**config.mk**
```make
export PLATFORM = sky130hd
export DESIGN_NAME = set_scan_ctrl
export DESIGN_NICKNAME = d
export VERILOG_FILES = /design/src/rtl/set_scan_ctrl.sv
export SDC_FILE = /design/constraint.sdc
export NUM_CORES = 1
export LEC_CHECK = 0
export BUFFER_PORTS_ARGS = -buffer_cell sky130_fd_sc_hd__buf_2
export CELL_PAD_IN_SITES_DETAIL_PLACEMENT = 2
export CELL_PAD_IN_SITES_GLOBAL_PLACEMENT = 2
export CORE_ASPECT_RATIO = 1.25
export CORE_MARGIN = 3
export CORE_UTILIZATION = 33
export DETAILED_ROUTE_END_ITERATION = 8
export PLACE_DENSITY_LB_ADDON = 0.1
export SLEW_MARGIN = 25
export SYNTH_ARGS = -nofsm -noshare
export SYNTH_HDL_FRONTEND = slang
export SYNTH_SLANG_ARGS = --single-unit
```
**constraint.sdc**
```tcl
create_clock -name clk_i -period 1.8 [get_ports clk_i]
set_input_delay 0.09 -clock clk_i [delete_from_list [all_inputs] [get_ports clk_i]]
set_output_delay 0.09 -clock clk_i [all_outputs]
set_load 0.1 [all_outputs]
```
**src/rtl/set_scan_ctrl.sv**
```systemverilog
// ---------------------------------------------------------------------------
// set_scan_ctrl
//
// Sequencer for the candidate accumulator datapath. A start request clears
// the accumulator, sweeps the GRID x GRID lattice four points per cycle
// through the 4-lane lookup unit, lets the delayed accumulator enables and
// the final accumulator update drain, then latches the accumulator output
// and flags it with a one-cycle valid pulse.
//
// Ports:
//   clk_i        clock, all state on the rising edge
//   rst_ni       asynchronous active-low reset
//   start_i      start request, honoured only while idle
//   busy_o       high while a scan is in progress
//   lu_valid_o   lookup issue strobe
//   lu_x_o       x of lane 0 (lane k tests lu_x_o+k)
//   lu_y_o       row being issued
//   acc_clear_o  accumulator synchronous clear
//   acc_en_o     accumulator enable, lu_valid_o delayed LU_LAT cycles
//   candidate_i  accumulator output
//   result_o     latched final count, held until the next completion
//   valid_o      one-cycle pulse marking a new result_o
// ---------------------------------------------------------------------------
`ifndef CANDIDATE_SZ
`define CANDIDATE_SZ 16
`endif

module set_scan_ctrl #(
   parameter int GRID    = 8,
   parameter int LU_LAT  = 2,
   parameter int COORD_W = 6,
   parameter int CAND_W  = `CANDIDATE_SZ
) (
   input  logic               clk_i,
   input  logic               rst_ni,
   input  logic               start_i,
   output logic               busy_o,
   output logic               lu_valid_o,
   output logic [COORD_W-1:0] lu_x_o,
   output logic [COORD_W-1:0] lu_y_o,
   output logic               acc_clear_o,
   output logic               acc_en_o,
   input  logic [CAND_W-1:0]  candidate_i,
   output logic [CAND_W-1:0]  result_o,
   output logic               valid_o
);

   // Number of issue cycles: four lattice points per cycle.
   localparam int G     = GRID * GRID / 4;
   localparam int CNT_W = (G > 1) ? $clog2(G) : 1;

   localparam logic [CNT_W-1:0]   LAST_ISSUE = CNT_W'(G - 1);
   localparam logic [2:0]         LAST_DRAIN = 3'(LU_LAT);
   // Lane-0 x of the final group in a row; the next step wraps to x=0.
   localparam logic [COORD_W-1:0] X_WRAP     = COORD_W'(GRID - 4);
   localparam logic [COORD_W-1:0] X_STEP     = COORD_W'(4);

   typedef enum logic [1:0] {
      S_IDLE  = 2'd0,
      S_CLEAR = 2'd1,
      S_ISSUE = 2'd2,
      S_DRAIN = 2'd3
   } state_t;

   state_t             state_r;
   state_t             state_s;
   logic [CNT_W-1:0]   issue_cnt_r;
   logic [CNT_W-1:0]   issue_cnt_s;
   logic [2:0]         drain_cnt_r;
   logic [2:0]         drain_cnt_s;
   logic [COORD_W-1:0] x_s;
   logic [COORD_W-1:0] y_s;
   logic               busy_s;
   logic               clear_s;
   logic               lu_valid_s;
   logic               valid_s;
   logic [CAND_W-1:0]  result_s;

   // Next-state logic; every output is precomputed from the next state so
   // that the registered outputs line up with the state they describe.
   always_comb begin
      state_s     = state_r;
      issue_cnt_s = issue_cnt_r;
      drain_cnt_s = drain_cnt_r;
      x_s         = '0;
      y_s         = '0;
      valid_s     = 1'b0;
      result_s    = result_o;

      case (state_r)
         S_IDLE: begin
            if (start_i) begin
               state_s = S_CLEAR;
            end else begin
               state_s = S_IDLE;
            end
         end
         S_CLEAR: begin
            // First issue cycle starts at (0,0), which x_s/y_s default to.
            state_s     = S_ISSUE;
            issue_cnt_s = '0;
         end
         S_ISSUE: begin
            if (issue_cnt_r == LAST_ISSUE) begin
               // Coordinates fall back to 0 along with lu_valid_o.
               state_s     = S_DRAIN;
               drain_cnt_s = 3'd0;
            end else begin
               issue_cnt_s = issue_cnt_r + 1'b1;
               if (lu_x_o == X_WRAP) begin
                  x_s = '0;
                  y_s = lu_y_o + 1'b1;
               end else begin
                  x_s = lu_x_o + X_STEP;
                  y_s = lu_y_o;
               end
            end
         end
         S_DRAIN: begin
            // LU_LAT cycles for the last delayed enables plus one for the
            // accumulator register to absorb the final contribution.
            if (drain_cnt_r == LAST_DRAIN) begin
               state_s  = S_IDLE;
               valid_s  = 1'b1;
               result_s = candidate_i;
            end else begin
               drain_cnt_s = drain_cnt_r + 1'b1;
            end
         end
         default: begin
            state_s = S_IDLE;
         end
      endcase

      busy_s     = (state_s != S_IDLE);
      clear_s    = (state_s == S_CLEAR);
      lu_valid_s = (state_s == S_ISSUE);
   end

   // State, counters and registered outputs.
   always_ff @(posedge clk_i or negedge rst_ni) begin
      if (!rst_ni) begin
         state_r     <= S_IDLE;
         issue_cnt_r <= '0;
         drain_cnt_r <= 3'd0;
         busy_o      <= 1'b0;
         acc_clear_o <= 1'b0;
         lu_valid_o  <= 1'b0;
         lu_x_o      <= '0;
         lu_y_o      <= '0;
         valid_o     <= 1'b0;
         result_o    <= '0;
      end else begin
         state_r     <= state_s;
         issue_cnt_r <= issue_cnt_s;
         drain_cnt_r <= drain_cnt_s;
         busy_o      <= busy_s;
         acc_clear_o <= clear_s;
         lu_valid_o  <= lu_valid_s;
         lu_x_o      <= x_s;
         lu_y_o      <= y_s;
         valid_o     <= valid_s;
         result_o    <= result_s;
      end
   end

   // Enable delay line matching the lookup latency. Because the issue phase
   // always follows the clear cycle, no enable can overlap a clear.
   if (LU_LAT == 0) begin : g_no_delay
      assign acc_en_o = lu_valid_o;
   end else begin : g_delay
      logic [LU_LAT-1:0] dly_r;

      // Shift lu_valid_o through LU_LAT stages.
      always_ff @(posedge clk_i or negedge rst_ni) begin
         if (!rst_ni) begin
            dly_r <= '0;
         end else begin
            dly_r <= (dly_r << 1) | LU_LAT'(lu_valid_o);
         end
      end

      assign acc_en_o = dly_r[LU_LAT-1];
   end

endmodule
```
# --- Yosys cells after proc, flatten, opt, wreduce, memory -nomap -nowiden ---
# Index checks and enable logic that the tools add are counted.
# Widths: inputs -> output; s select.
word_totals:
  ram_bits: 0
  n_memories: 0
  latchBits: 0
  ff_bits: 43
  output_inout_bits: 33
  rom_bits: 0
classes:
  n_reduce_logical: 7
  n_eq_ne: 12
  n_lt_le_gt_ge: 0
  n_bitwise: 1
  addsub: 4
  n_mul: 0
  div_mod_pow: 0
  n_mux: 17
  shift: 0
ops:
  columns: ["operator", "n"]
  rows:
  - ["$mux 6", 6]
  - ["$pmux 2 s4", 1]
  - ["$pmux 4 s2", 1]
  - ["$add 6x1->6 const B", 1]
  - ["$add 6x3->6 const B", 1]
  - ["$eq 2x2->1 const B", 3]
  - ["$eq 6x3->1 const B", 1]
  - ["$mux 3", 2]
  - ["$ne 2x2->1 const B", 3]
  - ["$pmux 3 s2", 1]
  - ["$reduce_bool 2->1", 3]
  - ["$add 4x1->4 const B", 1]
  - ["$eq 2x1->1 const B", 2]
  - ["$eq 4x4->1 const B", 1]
  - ["$mux 2", 2]
  - ["$mux 4", 1]
  - ["$reduce_and 2->1", 2]
  - ["$add 3x1->3 const B", 1]
  - ["$eq 3x2->1 const B", 1]
  - ["$mux 1", 3]
  - ["$ne 3x3->1 const B", 1]
  - ["$reduce_and 3->1", 1]
  - ["$logic_not 2->1", 1]
  - ["$or 2x1->2", 1]

# --- Depth between registers and ports, before layout ---
# Gate-level depths: netlist of the first run.
depth:
  word_depth: 4
  ltp_mapped: 7

# --- Least setup slack after synthesis of the first run ---
# No wires, ideal clock.
synth_path:
  path_type: "register to register"
  from: "register lu_x_o[2]"
  to: "register lu_y_o[3]"
  setup_ps: 81
  setup_slack_ps: -208
  stages_incl_launch_ff: 5
  period_less_slack_ps: 2008
  path_buffers: 0
  arrival_time_ps: 1928
  t_required_ps: 1719
  cell_sequence: "dfrtp_1 ha_1 nand4bb_1 or3_1 a21oi_1"
synth_between:
  elab_chain_len: 2
synth_lines:
  columns: ["item", "line_no", "text"]
  rows:
  - ["from (decl)", "39", "output logic [COORD_W-1:0] lu_x_o,"]
  - ["from (signal assigned)", "160", "lu_x_o <= x_s;"]
  - ["$eq 6x3->1", "110", "if (lu_x_o == X_WRAP) begin"]
  - ["$ne 3x3->1 (no source line)", null, null]
  - ["to (signal assigned)", "161", "lu_y_o <= y_s;"]
  - ["to (decl)", "40", "output logic [COORD_W-1:0] lu_y_o,"]
# Every way passes these cells.
# A chain may end at the register's enable or synchronous reset.

# --- Worst setup path in the final report of the first run ---
layout_path:
  from: "register drain_cnt_r[0]"
  to: "register result_o[13]"
layout_between:
  elab_chain_len: 2
layout_lines:
  columns: ["item", "line_no", "text"]
  rows:
  - ["from (decl)", "69", "logic [2:0] drain_cnt_r;"]
  - ["from (signal assigned)", "156", "drain_cnt_r <= drain_cnt_s;"]
  - ["$eq 3x2->1", "122", "if (drain_cnt_r == LAST_DRAIN) begin"]
  - ["$reduce_and 2->1 (no source line)", null, null]
  - ["to (signal assigned)", "163", "result_o <= result_s;"]
  - ["to (decl)", "44", "output logic [CAND_W-1:0] result_o,"]
# Every way passes these cells.

==> impl_metrics.ini, run 1 <==
[status]
outcome = completed

[synthesis]
yosys.area.top_type = dfrtp_1
synth_cell_types = 33
yosys.area.top_type_share_pct = 57.4
synth_area_sq_um = 1790
netlist_instances = 140
synth_seq_area_share_pct = 57.4
yosys-top-cells-area = dfrtp_1 57%, mux2_4 5.9%, mux2_2 5.7%
synth_area_per_cell_sq_um = 12.8
synth-async-reset-ratio_pct = 100
main_flop_type_after_synthesis = dfrtp_1
ys_seq_elements = 41
synth.yosys.warnings = 0
synth_enable_flop_cells = 0

[route]
route.detailed.drc = 0
drt_pre_antenna_iters = 2
drt_iter0_markers = 23
wire_per_inst_um = 15.8
vias_per_cell = 4.90
antenna_left = 0
routed_wirelength_mm = 4.13
via_total_after_detailed_routing = 1280

[timing]
post_route_clock_period_utilization_pct = 94.9
setup_violations = 0
rsz_0062_raised_after_global_routing = false
fin_worst_hold_slack_ns = 0.0288
fmax_mhz = 585
report.final.slew_viol_count = 0
hold_viol = 0
worst_clock_skew_ns = 0.00379
max_slew_margin_pct = 62.4
worst-slew-pin-transition_ns = 0.564
fin_crit_ns = 1.71
finalSetupTns_ns = 0

[layout]
leading_cell_types_in_the_layout_fill_and_taps_excluded = 49 x buf_2, 37 x dfrtp_1, 13 x nor2_1, 9 x mux2_2
antenna-diode-count = 0
mostFrequentLayoutCell = buf_2
synthToLayoutAreaGrowth_pct = 26.1
area_of_the_multi_input_gates_sq_um = 703
seqCellArea_sq_um = 1030
fillers = 570
final_layout_size_suffix_gt1_share_pct = 43.2
finalInstanceArea_sq_um = 2250
finalNetCount = 223

[clocking]
cts_tree = yes
worst_skew_pair.late_latency_ns = 0.29
cts.sink_count = 41
ctsRootBufferMaster = clkbuf_8
tritoncts.num_buffers = 5
ctsLongestPathBuffers = 2
clock_pin_slew_reported_for_the_worst_setup_and_hold_paths_after_clock_tree_synthesis_ns = 0.08
htree_levels = 2

[worst_setup_path]
timing_worst_setup_path_type = reg -> reg
critical_path.startpoint_type = flip-flop
cp.required_ns = 1.98
worst-endpoint-arrival_ns = 1.88
timing.critical_path.fanout_max = 18
critical_path.max_stage_delay_ns = 0.42
endpoint_kind = flip-flop
critPathTopFamily = simple AND/OR/NAND/NOR gates
critical_path.cell_chain = inv_1, ha_1, nor2b_4, and3_4, buf_12, mux2_2
crit_path_top_delay_cell = dfrtp_1
crit_path_buffers_inverters = 2

[job]
cap_viol_max_count = 0

[worst_hold_path]
class_of_the_tightest_hold_or_removal_check = in -> reg

[floorplan]
start_util_pct = 34.7
floorplan.io_pins = 52
dieHeight_um = 88.3
row_count = 29
core-area_sq_um = 5150
die_w_um = 71.8
fp.dieArea_sq_um = 6340

[global_routing]
grt_antenna_before_repair = 0
wire_length_of_the_first_global_routing_pass_mm = 6.80
grt_max_degree = 26
first_global_vias = 1436
grt_overflow = 0
grtUsageTotal_pct = 13.9

[placement]
hpwl_mm = 3.15
detailed_place.area_sq_um = 2110
io_buffers = 49
final_weighted_congestion_of_routability_driven_global_placement = 0.742
## cell families after synthesis
family / count (synthesis) / share of synthesized area [%]
compound gates: 14 / 4.13
simple gates: 45 / 14.6
other cells: 1 / 0.210
flops: 41 / 57.4
buf+inv: 9 / 3.71
fa+ha+maj: 6 / 4.20
mux: 20 / 13.8
xor+xnor: 4 / 1.96
## through the flow
stage | util, % | instances | worst slack (ns)
floorplan | - | 141 | 0.00767
global placement | 40.9 | 251 | 0.177
detailed placement | 40.9 | 251 | 0.0574
CTS | 43.5 | 260 | 0.0513
global route | 43.7 | 261 | 0.00519
finish | 43.7 | 261 | 0.0916
## cells in the mapped netlist, drive strengths merged, types with 2 or more instances
master	instances
o21ai	6
nor2	13
mux2	16
nor2b	2
a21oi	7
nand2	7
or3	5
nand3	3
dfrtp	41
and3	2
nor3	3
and4	2
buf	5
xnor2	3
mux2i	4
inv	4
ha	6
## path summary, 6_finish.rpt
check	slack, ns	depth (start not counted)	to	startpoint
max in group asynchronous	0.89	3	lu_y_o[0]	rst_ni
worst max register to register	0.09	6	result_o[13]	drain_cnt_r[0]
worst min register to register	0.37	0	g_delay.dly_r[1]	g_delay.dly_r[0]
worst min-delay path	0.03	2	result_o[6]	candidate_i[6]
min in group asynchronous	0.33	2	result_o[1]	rst_ni
worst max-delay path	0.09	6	result_o[13]	drain_cnt_r[0]
## flip-flops by register name, summed over array words and instances, names as in the netlist, 2 cells and up
name	count
result_o	16
lu_y_o	6
issue_cnt_r	4
lu_x_o	4
drain_cnt_r	3
g_delay.dly_r	2
state_r	2
## per-layer routing
metal / share of wire (%) / routed length [um] / global-route usage (%)
met1: 38 / 1580 / 14.3
met2: 55 / 2280 / 26.8
met3: 5.0 / 206 / 3.98
met4: 1.3 / 53 / 4.62
met5: 0 / 0 / 0
## final cells by class
class,count,area share (%)
multi-input cells,91,31.2
clock buffers,6,3.67
inverters,4,0.667
well taps,62,3.44
repair buffers,55,13.6
flip-flops and latches,41,45.8
clock inverters,2,1.67
## timing repair
action / CTS / global route
endpoints found under the setup margin: 0 / 9
buffers inserted: 0 / 1
resized for setup: 0 / 1
hold endpoints to repair: 23 / 0
hold buffers: 1 / 0
Power of run 1 is not shown: default switching activity piles up to over one toggle a cycle in this logic, so the estimate is an artifact.
==> run 2, diff against run 1 <==
--- a/config.mk
+++ b/config.mk
@@ -6,13 +6,14 @@
 export NUM_CORES = 1
 export LEC_CHECK = 0
 export BUFFER_PORTS_ARGS = -buffer_cell sky130_fd_sc_hd__buf_2
-export CELL_PAD_IN_SITES_DETAIL_PLACEMENT = 2
+export CELL_PAD_IN_SITES_DETAIL_PLACEMENT = 1
 export CELL_PAD_IN_SITES_GLOBAL_PLACEMENT = 2
 export CORE_ASPECT_RATIO = 1.25
 export CORE_MARGIN = 3
 export CORE_UTILIZATION = 33
 export DETAILED_ROUTE_END_ITERATION = 8
 export PLACE_DENSITY_LB_ADDON = 0.1
+export RECOVER_POWER = 50
 export SLEW_MARGIN = 25
 export SYNTH_ARGS = -nofsm -noshare
 export SYNTH_HDL_FRONTEND = slang
==> impl_metrics.ini, run 2 (synthesized netlist as in run 1, its figures left out) <==
[status]
outcome = completed

[floorplan]
fp.dieArea_sq_um = 6340
floorplan.io_pins = 52
row_count = 29
start_util_pct = 34.7
dieHeight_um = 88.3
core-area_sq_um = 5150
die_w_um = 71.8

[timing]
worst_slack_ns = 0.129
rsz_0062_raised_after_global_routing = false
setup_violations = 0
max_slew_margin_pct = 10.5
fin_worst_hold_slack_ns = 0.0321
worst_clock_skew_ns = 0.00413
fin_crit_ns = 1.67
worst-slew-pin-transition_ns = 1.34
finalSetupTns_ns = 0
hold_viol = 0
fmax_mhz = 598
report.final.slew_viol_count = 0
post_route_clock_period_utilization_pct = 92.9

[clocking]
cts.sink_count = 41
worst_skew_pair.late_latency_ns = 0.28
htree_levels = 2
tritoncts.num_buffers = 5
ctsRootBufferMaster = clkbuf_8
clock_pin_slew_reported_for_the_worst_setup_and_hold_paths_after_clock_tree_synthesis_ns = 0.08
ctsLongestPathBuffers = 2
cts_tree = yes

[route]
drt_pre_antenna_iters = 4
antenna_left = 0
vias_per_cell = 4.87
wire_per_inst_um = 13.8
routed_wirelength_mm = 3.59
via_total_after_detailed_routing = 1271
route.detailed.drc = 0
drt_iter0_markers = 13

[layout]
largest_register_ffs = 16
mostFrequentLayoutCell = dfrtp_1
max_flop_register = result_o
leading_cell_types_in_the_layout_fill_and_taps_excluded = 37 x dfrtp_1, 36 x buf_2, 13 x nor2_1, 13 x clkbuf_2, 9 x mux2_2
synthToLayoutAreaGrowth_pct = 23.9
finalNetCount = 223
antenna-diode-count = 0
fillers = 607
finalInstanceArea_sq_um = 2210
final_layout_size_suffix_gt1_share_pct = 42.7
largestRegisters = result_o (16), lu_y_o (6)

[placement]
final_weighted_congestion_of_routability_driven_global_placement = 0.742
detailed_place.area_sq_um = 2110
io_buffers = 49
preCtsSetupSlack_ns = 0.0908
hpwl_mm = 2.79

[worst_setup_path]
endpoint_kind = flip-flop
timing.critical_path.fanout_max = 17
setup_slack_reg_to_reg_ns = 0.13
timing_worst_setup_path_type = reg -> reg
critical_path.startpoint_type = flip-flop
cp.required_ns = 1.97
worst-endpoint-arrival_ns = 1.84

[worst_hold_path]
class_of_the_tightest_hold_or_removal_check = in -> reg

[global_routing]
wire_length_of_the_first_global_routing_pass_mm = 6.30
grt_overflow = 0
grtUsageTotal_pct = 12.5
grt_max_degree = 26
grt_antenna_before_repair = 0
first_global_vias = 1428

[job]
cap_viol_max_count = 0
## run 2: cell types whose count changed in the layout (fill, tap and decap cells not counted)
cell / before / now
bufinv_16: 1 / 0
clkbuf_1: 0 / 1
buf_2: 49 / 36
clkbuf_2: 0 / 13
buf_4: 4 / 3
clkbuf_8: 6 / 5
clkinv_2: 0 / 2
and2_0: 0 / 1
and2_1: 1 / 0
## run 2: layout make-up
class	instances	area [sq um]	area share, %
flip-flops and latches	41	1030	46.6
multi-input cells	91	703	31.8
repair buffers	55	302	13.6
well taps	62	77.6	3.50
clock buffers	5	68.8	3.11
clock inverters	3	17.5	0.791
inverters	4	15.0	0.678
## run 2: path summary, 6_finish.rpt
check	from	endpoint	cells past startpoint
max in group asynchronous	rst_ni	state_r[0]	3
worst max-delay path	drain_cnt_r[0]	result_o[1]	6
worst min-delay path	candidate_i[5]	result_o[5]	2
worst min register to register	g_delay.dly_r[0]	g_delay.dly_r[1]	0
worst max register to register	drain_cnt_r[0]	result_o[1]	6
min in group asynchronous	rst_ni	result_o[1]	2
## run 2: worst max-delay path, stage by stage (launching register included)
cell and delay [ns]:
dfrtp_1 0.41, inv_1 0.07, ha_1 0.16, nor2b_4 0.19, and3_4 0.21, buf_12 0.16, mux2_2 0.34
## run 2: per-layer routing
metal / global-route usage [%] / vias to the layer above / wire length (um)
met4: 4.62 / 0 / 42
met3: 4.09 / 4 / 248
met5: 0 / - / 0
li1: - / 600 / -
met2: 23.4 / 36 / 1950
met1: 12.9 / 631 / 1350
## run 2: stage by stage
| step | std cells | util (%) |
|---|---|---|
| after global routing | 261 | 43.0 |
| after detailed placement | 251 | 40.9 |
| after CTS | 260 | 42.8 |
| final | 261 | 43.0 |
| after global placement | 251 | 40.9 |
| after floorplan | 141 | - |
## run 2: what timing repair did
item | 4_1_cts | 5_1_grt
buffers inserted | 0 | 1
gates resized for setup | 0 | 1
endpoints found under the hold margin | 23 | 0
hold buffers | 1 | 0
setup endpoints to repair | 0 | 9
Power of run 2 is left out for the same reason.
